`config.mk`:
```
export PLATFORM = sky130hd
export DESIGN_NAME = fifo_mono_flat
export DESIGN_NICKNAME = d
export VERILOG_FILES = /design/src/rtl/fifo_pkg.sv /design/src/rtl/fifo_interface.sv /design/src/rtl/fifo_mono.sv /design/src/flat_wrapper.sv
export SDC_FILE = /design/constraint.sdc
export NUM_CORES = 1
export LEC_CHECK = 0
export ABC_AREA = 0
export BUFFER_PORTS_ARGS = -buffer_cell sky130_fd_sc_hd__buf_2
export CAP_MARGIN = 15
export CORE_MARGIN = 2
export CORE_UTILIZATION = 40
export DETAILED_ROUTE_END_ITERATION = 10
export PLACE_DENSITY_LB_ADDON = 0.3
export SETUP_SLACK_MARGIN = 0.2
export SYNTH_ARGS = -nofsm -noshare
export SYNTH_HDL_FRONTEND = slang
export SYNTH_SLANG_ARGS = --single-unit
export TNS_END_PERCENT = 50
```
`constraint.sdc`:
```
create_clock -name clk -period 2 [get_ports clk]
set_input_delay 0.1 -clock clk [delete_from_list [all_inputs] [get_ports clk]]
set_output_delay 0.1 -clock clk [all_outputs]
set_load 0.02 [all_outputs]
```
`src/rtl/fifo_pkg.sv`:
```
// fifo_pkg: shared defaults and sizing helpers for the fifo_mono buffer.
// Imported by the FIFO interfaces and the FIFO body.
package fifo_pkg;

    localparam int FIFO_WIDTH = 8;
    localparam int FIFO_DEPTH = 4;

    // Keep a pointer at least one bit wide so a degenerate depth still elaborates.
    function automatic int ptr_w(input int depth);
        return (depth > 1) ? $clog2(depth) : 1;
    endfunction

    function automatic int cnt_w(input int depth);
        return $clog2(depth + 1);
    endfunction

endpackage

```
`src/rtl/fifo_interface.sv`:
```
// fifo_interface: producer and consumer bundles for fifo_mono.
// Each bundle carries a DUT-side modport and a bench-side modport.
interface write_interface
    import fifo_pkg::*;
#(
    parameter int WIDTH = FIFO_WIDTH
) (
    input logic clk
);

    logic [WIDTH-1:0] din;
    logic             write;
    logic             full;

    modport fifo (
        input  din,
        input  write,
        output full
    );

    

    modport tb_fifo (
        input  clk,
        output din,
        output write,
        input  full
    );

endinterface

interface read_interface
    import fifo_pkg::*;
#(
    parameter int WIDTH = FIFO_WIDTH
) (
    input logic clk
);

    logic [WIDTH-1:0] dout;
    logic             read;
    logic             empty;

    modport fifo (
        input  read,
        output dout,
        output empty
    );

    

    modport tb_fifo (
        input  clk,
        output read,
        input  dout,
        input  empty
    );

endinterface

```
`src/rtl/fifo_mono.sv`:
```
// fifo_mono: single-clock show-ahead FIFO between one producer
// and one consumer.
module fifo_mono
    import fifo_pkg::*;
#(
    parameter int WIDTH = FIFO_WIDTH,
    parameter int DEPTH = FIFO_DEPTH
) (
    input logic           clk,
    input logic           rst,
    write_interface.fifo  write_port,
    read_interface.fifo   read_port
);

    localparam int PW = ptr_w(DEPTH);
    localparam int CW = cnt_w(DEPTH);

    localparam logic [PW-1:0] LAST = PW'(DEPTH - 1);
    localparam logic [CW-1:0] FULL_CNT = CW'(DEPTH);

    logic [WIDTH-1:0] mem [DEPTH];
    logic [PW-1:0]    wr_ptr;
    logic [PW-1:0]    rd_ptr;
    logic [CW-1:0]    count;

    logic empty;
    logic full;
    logic rd_ok;
    logic wr_ok;

    function automatic logic [PW-1:0] bump(input logic [PW-1:0] p);
        return (p == LAST) ? '0 : p + 1'b1;
    endfunction

    assign empty = (count == '0);
    assign full  = (count == FULL_CNT);

    // A write into a full FIFO is still taken when the head is popped
    // on the same edge.
    assign rd_ok = read_port.read && !empty;
    assign wr_ok = write_port.write && (!full || rd_ok);

    always_ff @(posedge clk or negedge rst) begin
        if (!rst) begin
            wr_ptr <= '0;
            rd_ptr <= '0;
            count  <= '0;
        end else begin
            if (wr_ok) begin
                wr_ptr <= bump(wr_ptr);
            end
            if (rd_ok) begin
                rd_ptr <= bump(rd_ptr);
            end
            if (wr_ok && !rd_ok) begin
                count <= count + 1'b1;
            end else if (rd_ok && !wr_ok) begin
                count <= count - 1'b1;
            end
        end
    end

    // Storage is deliberately left out of reset.
    always_ff @(posedge clk) begin
        if (wr_ok) begin
            mem[wr_ptr] <= write_port.din;
        end
    end

    assign write_port.full = full;
    assign read_port.empty = empty;
    assign read_port.dout  = empty ? '0 : mem[rd_ptr];

endmodule

```
`src/flat_wrapper.sv`:
```
// flat-port wrapper written by rule: the top's interface ports become plain ports
module fifo_mono_flat import fifo_pkg::*;
#(
    parameter int WIDTH = FIFO_WIDTH,
    parameter int DEPTH = FIFO_DEPTH
)
  (clk, rst, write_port_din, write_port_write, write_port_full, read_port_read, read_port_dout, read_port_empty);
  write_interface #(.WIDTH(WIDTH)) write_port_i (.clk(clk));
  read_interface #(.WIDTH(WIDTH)) read_port_i (.clk(clk));
  input logic clk;
  input logic rst;
  input wire logic [$bits(write_port_i.din)-1:0] write_port_din;
  input wire logic [$bits(write_port_i.write)-1:0] write_port_write;
  output wire logic [$bits(write_port_i.full)-1:0] write_port_full;
  input wire logic [$bits(read_port_i.read)-1:0] read_port_read;
  output wire logic [$bits(read_port_i.dout)-1:0] read_port_dout;
  output wire logic [$bits(read_port_i.empty)-1:0] read_port_empty;
  assign write_port_i.din = write_port_din;
  assign write_port_i.write = write_port_write;
  assign write_port_full = write_port_i.full;
  assign read_port_i.read = read_port_read;
  assign read_port_dout = read_port_i.dout;
  assign read_port_empty = read_port_i.empty;
  fifo_mono #(.WIDTH(WIDTH), .DEPTH(DEPTH)) u_core (.clk(clk), .rst(rst), .write_port(write_port_i), .read_port(read_port_i));
endmodule
```
---- After elaboration in Yosys (flattened, before gate mapping) ----
Memory sizes are Yosys's and may differ from the RTL's.
Index checks and enable logic that the tools add are counted.
storage, ports and cells
  register bits ........................... 7
  latch bits .............................. 0
  memory bits (writable) .................. 32
  ROM bits ................................ 0
  input port bits ......................... 12
  output and inout port bits .............. 10
  logic and storage cells ................. 29
  memories ................................ 1
memory list
  name        words  bits a word  read ports  clocked after memory_dff  wr ports  line             source
  u_core.mem  4      8            1           0                         1         fifo_mono.sv:21  logic [WIDTH-1:0] mem [DEPTH];
operators by class
  $add $sub $neg .......................... 4
  multipliers ............................. 0
  divide/modulo/power cells ............... 0
  order comparisons ....................... 0
  equal/unequal tests ..................... 3
  shift-type cells ........................ 0
  mux-type cells .......................... 7
  bitwise gates (word level) .............. 0
  reductions and logical operators ........ 11
operator list
  kind                                                                 count
  8-bit 2-to-1 mux                                                     1
  3-bit 2-to-1 mux                                                     2
  2-bit by 1-bit adder with 2-bit output (second input constant)       2
  2-bit equality test (second input constant)                          2
  1-bit logical AND                                                    4
  1-bit logical NOT                                                    4
  2-bit 2-to-1 mux                                                     2
  3-bit by 1-bit adder with 3-bit output (second input constant)       1
  3-bit equality test (second input constant)                          1
  3-bit logical NOT                                                    1
  3-bit by 1-bit subtractor with 3-bit output (second input constant)  1
  1-bit 2-to-1 mux                                                     2
  2-bit nonzero test                                                   1
  1-bit logical OR                                                     1

---- Depth between registers and ports, before layout ----
Gate-level depths: netlist (run 1).
  depth in word-level cells ............... 9
  mapped depth ............................ 8
  gate-level depth less buffers ........... 8

---- Worst setup path before layout (run 1) ----
No wires, ideal clock.
  path kind ............................... register -> register
  start point ............................. register u_core.count[1]
  end point ............................... register u_core.count[2]
  setup time .............................. 0.079 ns
  arrival time ............................ 2.110 ns
  data required time ...................... 1.921 ns
  setup slack ............................. -0.189 ns
  cell stages (with the launch flop) ...... 9
  path buffers ............................ 0
  cells stage by stage .................... dfrtp_1 -> nor3_4 -> nand2b_4 -> ha_1 -> inv_1 -> fa_1 -> xor2_1 -> nor2_1 -> xor2_1
between the ends
  cells in the longest elaborated chain, start to end .. 8
  elaborated cells between the ends (all ways) .. 16
RTL lines
  element                              line                source
  start: declaration                   fifo_mono.sv:24     logic [CW-1:0] count;
  start signal: assignment             fifo_mono.sv:56     count <= count + 1'b1;
  start signal: assignment             fifo_mono.sv:58     count <= count - 1'b1;
  3-bit logical NOT *                  fifo_mono.sv:35     assign empty = (count == '0);
  via read_port_empty                  flat_wrapper.sv:17  output wire logic [$bits(read_port_i.empty)-1:0] read_port_empty;
  1-bit logical NOT *                  fifo_mono.sv:40     assign rd_ok = read_port.read && !empty;
  1-bit logical AND *                  fifo_mono.sv:40
  1-bit logical OR                     fifo_mono.sv:41     assign wr_ok = write_port.write && (!full || rd_ok);
  1-bit logical AND                    fifo_mono.sv:41
  1-bit logical NOT                    fifo_mono.sv:57     end else if (rd_ok && !wr_ok) begin
  1-bit logical AND                    fifo_mono.sv:57
  2-bit nonzero test (no source line)  --
The timed path passes the listed nets; every way through them passes the cells marked *. The select of a mux whose other input is x is not followed.
A chain may end at the register's enable or synchronous reset.

---- Final worst setup path (run 1) ----
  start point ............................. register u_core.count[1]
  end point ............................... register u_core.count[1]
between the ends
  cells in the longest elaborated chain, start to end .. 8
  elaborated cells between the ends (all ways) .. 16
RTL lines
  element                              line             source
  3-bit logical NOT                    fifo_mono.sv:35
  1-bit logical NOT                    fifo_mono.sv:40
  1-bit logical AND                    fifo_mono.sv:40
  1-bit logical OR *                   fifo_mono.sv:41
  1-bit logical AND *                  fifo_mono.sv:41
  via u_core.wr_ok                     fifo_mono.sv:29  logic wr_ok;
  1-bit logical NOT                    fifo_mono.sv:57
  1-bit logical AND                    fifo_mono.sv:57
  2-bit nonzero test (no source line)  --
Marked as above.

==> results of run 1 <==
==> area by class of cell <==
class                           count  area, sq um  share of cell area, %
Inverter                            4        15.01                 0.7164
Sequential cell                    39         1144                  54.57
Timing Repair Buffer               40        256.5                  12.24
Clock buffer                        7        76.32                  3.642
Multi-Input combinational cell     42        536.8                  25.61
Clock inverter                      1        5.005                 0.2388
Tap cell                           50        62.56                  2.985
==> placed cells by master, fill, tap and decap left out, drive strengths merged, types with 2 or more instances in the layout <==
cell / n
and2b: 2
xor2: 2
inv: 4
and2: 4
edfxtp: 32
buf: 38
ha: 6
nor2: 3
clkbuf: 8
dfrtp: 7
mux4: 8
mux2: 5
nor2b: 6
==> sequential cells by signal, indices dropped and copies added, names as in the netlist <==
register       count
u_core.rd_ptr      2
u_core.wr_ptr      2
u_core.mem        32
u_core.count       3
==> worst paths after layout <==
path | from | end | depth (start not counted)
hold reg to reg | u_core.count[2]$_DFFE_PN0P_ | u_core.count[2]$_DFFE_PN0P_ | 1
max in group asynchronous | rst | u_core.rd_ptr[0]$_DFFE_PN0P_ | 2
min in group asynchronous | rst | u_core.count[2]$_DFFE_PN0P_ | 2
setup / recovery | u_core.count[1]$_DFFE_PN0P_ | u_core.count[1]$_DFFE_PN0P_ | 6
setup reg to reg | u_core.count[1]$_DFFE_PN0P_ | u_core.count[1]$_DFFE_PN0P_ | 6
hold / removal | write_port_din[5] | u_core.mem[2][5]$_DFFE_PP_ | 1
==> per-stage QoR <==
| step | TNS [ps] | worst slack, ps | cells | hold WS [ps] | cell area, sq um |
|---|---|---|---|---|---|
| final | 0 | 144.8 | 183 | 26.55 | 2096 |
| after global routing | 0 | 83.97 | 183 | 13.90 | 2096 |
| after CTS | 0 | 165.0 | 179 | 17.65 | 2058 |
| after detailed placement | 0 | 105.8 | 166 | -62.41 | 1932 |
| after global placement | 0 | 161.4 | 166 | -59.09 | 1932 |
| after floorplan | -114.8 | -69.82 | 87 | -195.6 | 1705 |
==> metal layers <==
metal	vias up	routed length (microns)
li1	417	-
met1	421	1274
met2	17	1411
met3	5	106
met4	0	44
met5	-	0
==> repair_timing <==
item,CTS,global route
endpoints found under the hold margin,7,0
hold buffers,1,0
cloned,0,0
gates resized for setup,4,3
buffers inserted,4,4
endpoints found under the setup margin,10,10
pin swaps,4,1
==> critical path: cells and delay by family, from the launching register on <==
family	cells	cell delay, ps
and+or+nand+nor	1	250
muxes	1	270
DFF	1	470
adders and majority gates	2	600
AOI/OAI and AO/OA	1	100
buffers and inverters	1	50
==> logic make-up after synthesis <==
logic type      Yosys count  share of synthesized area [%]
fa+ha+maj                 7                          5.630
simple gates             18                          8.148
buf+inv                   6                          1.851
compound gates            1                          1.111
flops                    39                          67.26
xor+xnor                  3                          1.556
mux                      13                          14.44
==> power by group through the flow <==
stage                     Sequential (W)  Combinational, W  Clock (W)
after CTS                        0.00133           0.00122   0.000512
final                            0.00127           0.00134   0.000494
after global routing             0.00130           0.00147   0.000557
after floorplan                  0.00122          0.000904          0
after detailed placement         0.00134           0.00117          0
after global placement           0.00133           0.00113          0
==> impl_metrics.tcl, run 1 <==
set metrics [dict create \
    grt_first_pass_wirelength_mm 4.215 \
    r2r_slack_ps 140 \
    firstDrtPassIters 4 \
    die_width_microns 68.99 \
    drt_iter0_markers 57 \
    cts_buffers 5 \
    clkPwrFrac_pct 15.9 \
    cts.sinks 39 \
    pwr-share-seq_pct 41.0 \
    min_period_ps 1855 \
    die_y_microns 68.99 \
    fin_skew_ps 2.188 \
    htreeDepth 2 \
    cts_max_path_buffers 2 \
    via_per_inst 4.699 \
    core_area_sq_um 4029 \
    grt_busiest_layer "met2" \
    status "completed" \
    wl_mm 2.837 \
    crit_path_max_incr_delay_ps 470 \
    worst_setup_path_end_kind "flop" \
    synth_nets 106 \
    crit_type "reg -> reg" \
    crit_path_cell_trace "nor3b_4 -> a21boi_4 -> ha_4 -> inv_2 -> fa_2 -> mux2_2" \
    critPathRequiredTime_ps 2170 \
    nets 151 \
    syn_area_per_cell_sq_um 19.42 \
    area_delta_synth_final_pct 24.07 \
    synth_area_leaders "edfxtp_1, mux4_2, dfrtp_1" \
    arrival_ps 2030 \
    antenna_left 0 \
    p_per_area_nw_per_um2 1482 \
    synth_most_common_cell "edfxtp_1" \
    cts_tree "done" \
    hpwl_mm 1.879 \
    slew_violations 0 \
    relSlewSlack_pct 82.10 \
    num-fill-cells 339 \
    peakVddDrop_uv 621.7 \
    use_met2_pct 22.36 \
    setup_viol 0 \
    antenna_found_initial 0 \
    utilization_pct 52.02 \
    yosys.area.top_type_share_pct 56.89 \
    synthTopCellsByCount "edfxtp_1, mux4_2, dfrtp_1" \
    cap_violations 0 \
    p_sw_w 0.001043 \
    finalCritPeriodShare_pct 92.76 \
    p_int_w 0.002062 \
    worstPathMaxFanout 4 \
    clk_latency_ps 290 \
    cts.clk_slew.worst_paths_ps 70 \
    grt_pass1_vias 880 \
    io_pins 22 \
    combPwrFrac_pct 43.0 \
    grt_setup_unrepaired "true" \
    tightestPinTransition_ps 268.5 \
    synth_warnings 0 \
    hp-class "in -> reg" \
    grt_start_max_net_pins 12 \
    grt_util_met3_pct 5.357 \
    initial_core_util_pct 41.93 \
    track_usage_pct 13.54 \
    total_power_w 0.003105 \
    yosys.area.top_type "edfxtp_1" \
    ys_seq_area_share_pct 67.26 \
    rows 23 \
    dieArea_sq_um 4759 \
    vias 860 \
    drc 0 \
    synth.ff_latch_count 39 \
    numPortBuffers 21 \
    syn_area_sq_um 1689 \
    synth-main-ff-cell "edfxtp_1" \
    clockRootBuffer "clkbuf_8" \
    grt-ovfl-total 0 \
    swShare_pct 33.61 \
    synthCells 87 \
    synthArstFlopShare_pct 17.95 \
    gr-usage-met1_pct 15.29 \
    drive_above_1_share_pct 50.38 \
    leakage_nw 0.8257 \
    cp_slowest_cell "dfrtp_2" \
    synth-edff-count 32 \
    cp-start-kind "flop" \
    synthDistinctLibCells 21 \
    diodes 0 \
    max_freq_mhz 539.0 \
    wl_per_cell_microns 15.50 \
    hold_viol 0 \
    gp_congestion 0.6702 \
]
No activity file was read; power rests on OpenSTA's default activity.
==> inputs of run 2 (changes only) <==
- CORE_UTILIZATION: 40 -> 35
==> run 2 against run 1 <==
  * Final cell count decreased by 0.55%
  * Highest routed layer unchanged
  * Power decreased by 2.0%
  * Critical path depth unchanged
  * Worst hold slack got worse by 1.3 ps
  * Clock skew increased by 2.5 ps
  * Largest power group is now sequential cells
  * Worst setup slack got worse by 21 ps
  * Die area increased by 13%
  * Combinational power decreased by 7%
  * First-iteration DRC count decreased by 14%
  * Core utilization decreased by 8.0 points
  * Sequential power increased by 3%
  * Register-to-register slack got worse by 20 ps
  * Largest cell class unchanged
==> impl_metrics.tcl, run 2 (synthesized netlist as in run 1, its figures left out) <==
set metrics [dict create \
    antenna_found_initial 0 \
    cp_slowest_cell "dfrtp_2" \
    worst_setup_path_end_kind "flop" \
    num-fill-cells 434 \
    endpoint "u_core.count[1]$_DFFE_PN0P_" \
    top_register "u_core.mem" \
    grt-ovfl-total 0 \
    hold_viol 0 \
    cts_buffers 5 \
    gp_congestion 0.7914 \
    final_common_cell "edfxtp_1" \
    cp-start-kind "flop" \
    clockRootBuffer "clkbuf_8" \
    cts_max_path_buffers 2 \
    nets 146 \
    r2r_slack_ps 120 \
    hpwl_mm 1.911 \
    finalNonFillerCells 182 \
    die_width_microns 73.47 \
    drt_iter0_markers 49 \
    leakage_nw 0.8100 \
    crit_path_start "u_core.count[1]$_DFFE_PN0P_" \
    r2r-end "u_core.count[1]$_DFFE_PN0P_" \
    drc 0 \
    diodes 0 \
    final_area_sq_um 2063 \
    max_freq_mhz 532.9 \
    slew_violations 0 \
    grt_first_pass_wirelength_mm 4.505 \
    worst_slack_ps 123.6 \
    cap_violations 0 \
    utilization_pct 43.97 \
    die_y_microns 73.47 \
    hold_start "write_port_din[4]" \
    htreeDepth 2 \
    wl_mm 2.754 \
    io_pins 22 \
    placed_area_sq_um 1907 \
    core_area_sq_um 4692 \
    critPathRequiredTime_ps 2170 \
    most-common-layout-cells "edfxtp_1, buf_2, buf_4" \
    crit_path_max_incr_delay_ps 450 \
    relSlewSlack_pct 69.80 \
    area_delta_synth_final_pct 22.15 \
    largest_register_ffs 32 \
    rows 25 \
    peakVddDrop_uv 380.7 \
    vias 896 \
    grt_pass1_vias 913 \
    dp_slack_ps 93.42 \
    status "completed" \
    firstDrtPassIters 3 \
    wl_per_cell_microns 15.13 \
    track_usage_pct 11.91 \
    hp-class "in -> reg" \
    grt_setup_unrepaired "true" \
    tightestPinTransition_ps 453.0 \
    cts_tree "done" \
    via_per_inst 4.923 \
    min_period_ps 1876 \
    finalCritPeriodShare_pct 93.82 \
    cts.sinks 39 \
    fin_skew_ps 4.728 \
    initial_core_util_pct 36.00 \
    clk_latency_ps 290 \
    dieArea_sq_um 5398 \
    drive_above_1_share_pct 50.00 \
    grt_start_max_net_pins 13 \
    cts.clk_slew.worst_paths_ps 70 \
    arrival_ps 2040 \
    worstPathMaxFanout 4 \
    worst_hold_slack_ps 25.22 \
    antenna_left 0 \
    r2r_start "u_core.count[1]$_DFFE_PN0P_" \
    worst_r2r_path_depth 6 \
    crit_path_cell_trace "nor3b_4 -> a21boi_4 -> ha_4 -> inv_2 -> fa_2 -> mux2_4" \
    numPortBuffers 21 \
    dp.cells 166 \
    setup_viol 0 \
    reg_top3 "u_core.mem (32), u_core.count (3)" \
    crit_type "reg -> reg" \
    p_per_area_nw_per_um2 1475 \
]
run 2: cell count changes in the layout (fill, tap and decap cells not counted), sizes merged:
cell | previous run | this run
buf | 38 | 34
clkbuf | 8 | 5
clkinv | 1 | 3
run 2: layer usage:
layer	GRT usage [%]	part of all wire (%)	up-vias
li1	-	-	407
met1	13.13	41	467
met4	6.061	1.5	0
met5	0	0	-
met3	4.252	3.7	4
met2	20.14	54	18
run 2: how the worst min path moves through the flow:
stage	end	depth (start not counted)
after global routing	u_core.mem[0][6]$_DFFE_PP_	1
after floorplan	u_core.count[0]$_DFFE_PN0P_	0
after global placement	u_core.count[0]$_DFFE_PN0P_	1
after CTS	u_core.mem[1][2]$_DFFE_PP_	1
after detailed placement	u_core.count[2]$_DFFE_PN0P_	1
final	u_core.mem[0][4]$_DFFE_PP_	1
run 2: critical path, delay by kind of cell, from the launching register on:
| kind | cells | cell delay [ps] |
|---|---|---|
| compound gates | 1 | 100 |
| fa+ha+maj | 2 | 600 |
| buf+inv | 1 | 50 |
| flops | 1 | 450 |
| mux | 1 | 280 |
| simple gates | 1 | 270 |
run 2: what timing repair did:
item,in CTS,in global routing
hold buffers,1,0
gates resized for setup,5,1
endpoints found under the hold margin,7,0
endpoints found under the setup margin,10,15
pin swaps,3,4
setup buffers,4,3
run 2: power by group:
part	switching [W]	internal (W)	leakage (nW)	total [W]
logic	0.000571	0.000673	0.389	0.00124
clock network	0.000253	0.000238	0.0477	0.000491
registers	0.000200	0.00111	0.373	0.00131
total	0.00102	0.00202	0.810	0.00304
run 2: through the flow:
stage / total power, W / setup TNS [ps]
floorplan: 0.002125 / -114.8
global placement: 0.002422 / 0
detailed placement: 0.002480 / 0
CTS: 0.003065 / 0
global route: 0.003262 / 0
finish: 0.003043 / 0
run 2: cell type report:
type	count	area, sq um	area share (%)
sequential	39	1142	55.37
clock buffer	5	68.82	3.335
multi-input combinational	42	541.8	26.26
timing repair buffer	35	212.7	10.31
clock inverter	3	15.01	0.7277
tap	54	67.56	3.275
inverter	4	15.01	0.7277
==> inputs of run 3 (changes only) <==
- CORE_UTILIZATION: 35 -> 50
==> run 3 against run 2 <==
  * Clock skew increased by 3.3 ps
  * Core utilization is 23 points higher
  * Worst setup slack improved by 49 ps
  * Routed wire length is 6.5% higher
  * Clock power up 11%
  * Non-clock buffer count up 7
  * Largest power group is now combinational cells
  * Critical path depth up 2
  * Cell area grew 6.2%
  * First-iteration DRC count down 61%
  * Global-route usage grew 5.2 points
  * Worst hold slack improved by 90 ps
==> impl_metrics.tcl, run 3 (synthesized netlist as in run 1, its figures left out) <==
set metrics [dict create \
    via_per_inst 4.994 \
    arrival_ps 2090 \
    dieArea_sq_um 3859 \
    fin_skew_ps 8.047 \
    crit_type "reg -> reg" \
    min_period_ps 1828 \
    antenna_found_initial 0 \
    cap_violations 0 \
    initial_core_util_pct 51.43 \
    relSlewSlack_pct 70.15 \
    io_pins 22 \
    antenna_left 0 \
    max_freq_mhz 547.1 \
    grt_first_pass_wirelength_mm 4.830 \
    rows 21 \
    cts_tree "done" \
    worst_hold_slack_ps 115.5 \
    cp_slowest_cell "dfrtp_2" \
    crit_path_cell_trace "nor3b_4 -> a21boi_4 -> ha_4 -> inv_2 -> fa_2 -> xor2_1 -> nor2_1 -> xor2_1" \
    top_register "u_core.mem" \
    cts.clk_slew.worst_paths_ps 110 \
    worst_slack_ps 172.2 \
    firstDrtPassIters 4 \
    die_y_microns 62.12 \
    final_common_cell "edfxtp_1" \
    p_per_area_nw_per_um2 1513 \
    wl_per_cell_microns 16.20 \
    grt_busiest_layer "met2" \
    cp-start-kind "flop" \
    peakVddDrop_uv 834.3 \
    critPathRequiredTime_ps 2260 \
    finalCritPeriodShare_pct 91.39 \
    drt_iter0_markers 19 \
    cts_buffers 5 \
    dp_slack_ps 116.3 \
    grt-ovfl-total 0 \
    die_width_microns 62.12 \
    total_power_w 0.003316 \
    hold_viol 0 \
    vias 904 \
    gp_congestion 0.8225 \
    slew_violations 0 \
    use_met2_pct 28.80 \
    cts.sinks 39 \
    drc 0 \
    leakage_nw 0.8619 \
    crit_path_max_incr_delay_ps 460 \
    track_usage_pct 17.15 \
    grt_setup_unrepaired "true" \
    cts_max_path_buffers 2 \
    clk_latency_ps 340 \
    diodes 0 \
    largest_register_ffs 32 \
    core_area_sq_um 3284 \
    clockRootBuffer "clkbuf_4" \
    numPortBuffers 21 \
    setup_viol 0 \
    htreeDepth 2 \
    most-common-layout-cells "edfxtp_1, buf_2, dlygate4sd3_1, buf_4" \
    wl_mm 2.932 \
    status "completed" \
    worstPathMaxFanout 3 \
    hpwl_mm 1.765 \
    reg_top3 "u_core.mem (32), u_core.count (3)" \
    cpMostUsedCell "xor2_1" \
    hp-class "in -> async" \
    grt_pass1_vias 1001 \
    drive_above_1_share_pct 49.63 \
    grt_start_max_net_pins 13 \
    worst_setup_path_end_kind "flop" \
    nets 153 \
    area_delta_synth_final_pct 29.70 \
    grt_util_met3_pct 7.065 \
    gr-usage-met1_pct 19.55 \
    finalSetupTns_ps 0 \
    tightestPinTransition_ps 447.7 \
]
## run 3: cell types whose count changed in the layout (fill, tap and decap cells not counted), sizes merged
cell	change
dlygate4sd3	+8
buf	-1
bufinv	+1
clkinv	-2
clkbuf	+1
## run 3: where the power goes
part	switching, W	internal, W
Combinational	0.000664	0.000836
Clock	0.000250	0.000295
Sequential	0.000162	0.00111
## run 3: final timing paths
| path | from | end | slack [ps] | cells past startpoint |
|---|---|---|---|---|
| worst min register to register | u_core.count[2]$_DFFE_PN0P_ | u_core.count[2]$_DFFE_PN0P_ | 540 | 1 |
| worst max-delay path | u_core.count[2]$_DFFE_PN0P_ | u_core.count[2]$_DFFE_PN0P_ | 170 | 8 |
| worst min-delay path | rst | u_core.count[1]$_DFFE_PN0P_ | 120 | 2 |
| max in group asynchronous | rst | u_core.count[0]$_DFFE_PN0P_ | 1700 | 2 |
| worst max register to register | u_core.count[2]$_DFFE_PN0P_ | u_core.count[2]$_DFFE_PN0P_ | 170 | 8 |
| min in group clk | read_port_read | u_core.count[0]$_DFFE_PN0P_ | 200 | 4 |
## run 3: timing repair
action | in CTS | in global routing
hold buffers | 9 | 0
pin swaps | 5 | 3
endpoints found under the hold margin | 39 | 0
endpoints found under the setup margin | 18 | 22
gates resized for setup | 7 | 19
setup buffers | 9 | 0
## run 3: cell type report
cell class | count | area, sq um
clock buffer | 6 | 51.30
clock inverter | 2 | 35.03
fill | 208 | 1094
inverter | 4 | 15.01
multi-input combinational | 42 | 560.5
sequential | 39 | 1144
tap | 46 | 57.56
timing repair buffer | 42 | 327.8
## run 3: stage by stage
step                      instances  util (%)  cell area (sq um)
after floorplan                  87         -               1705
after global placement          155     57.07               1874
after detailed placement        155     57.07               1874
after CTS                       181     64.80               2128
after global routing            181     66.70               2191
final                           181     66.70               2191
## run 3: critical path: cells and delay by family, from the launching register on
kind	cells	cell delay, ps
and+or+nand+nor	2	300
adders and majority gates	2	480
DFF	1	460
buffers and inverters	1	40
xor gates and xnor gates	2	300
AOI/OAI and AO/OA	1	170
## run 3: metal layers
layer	up-vias	share of wire, %
li1	422	-
met1	462	42
met2	18	53
met3	2	3.5
met4	0	0.65
met5	-	0
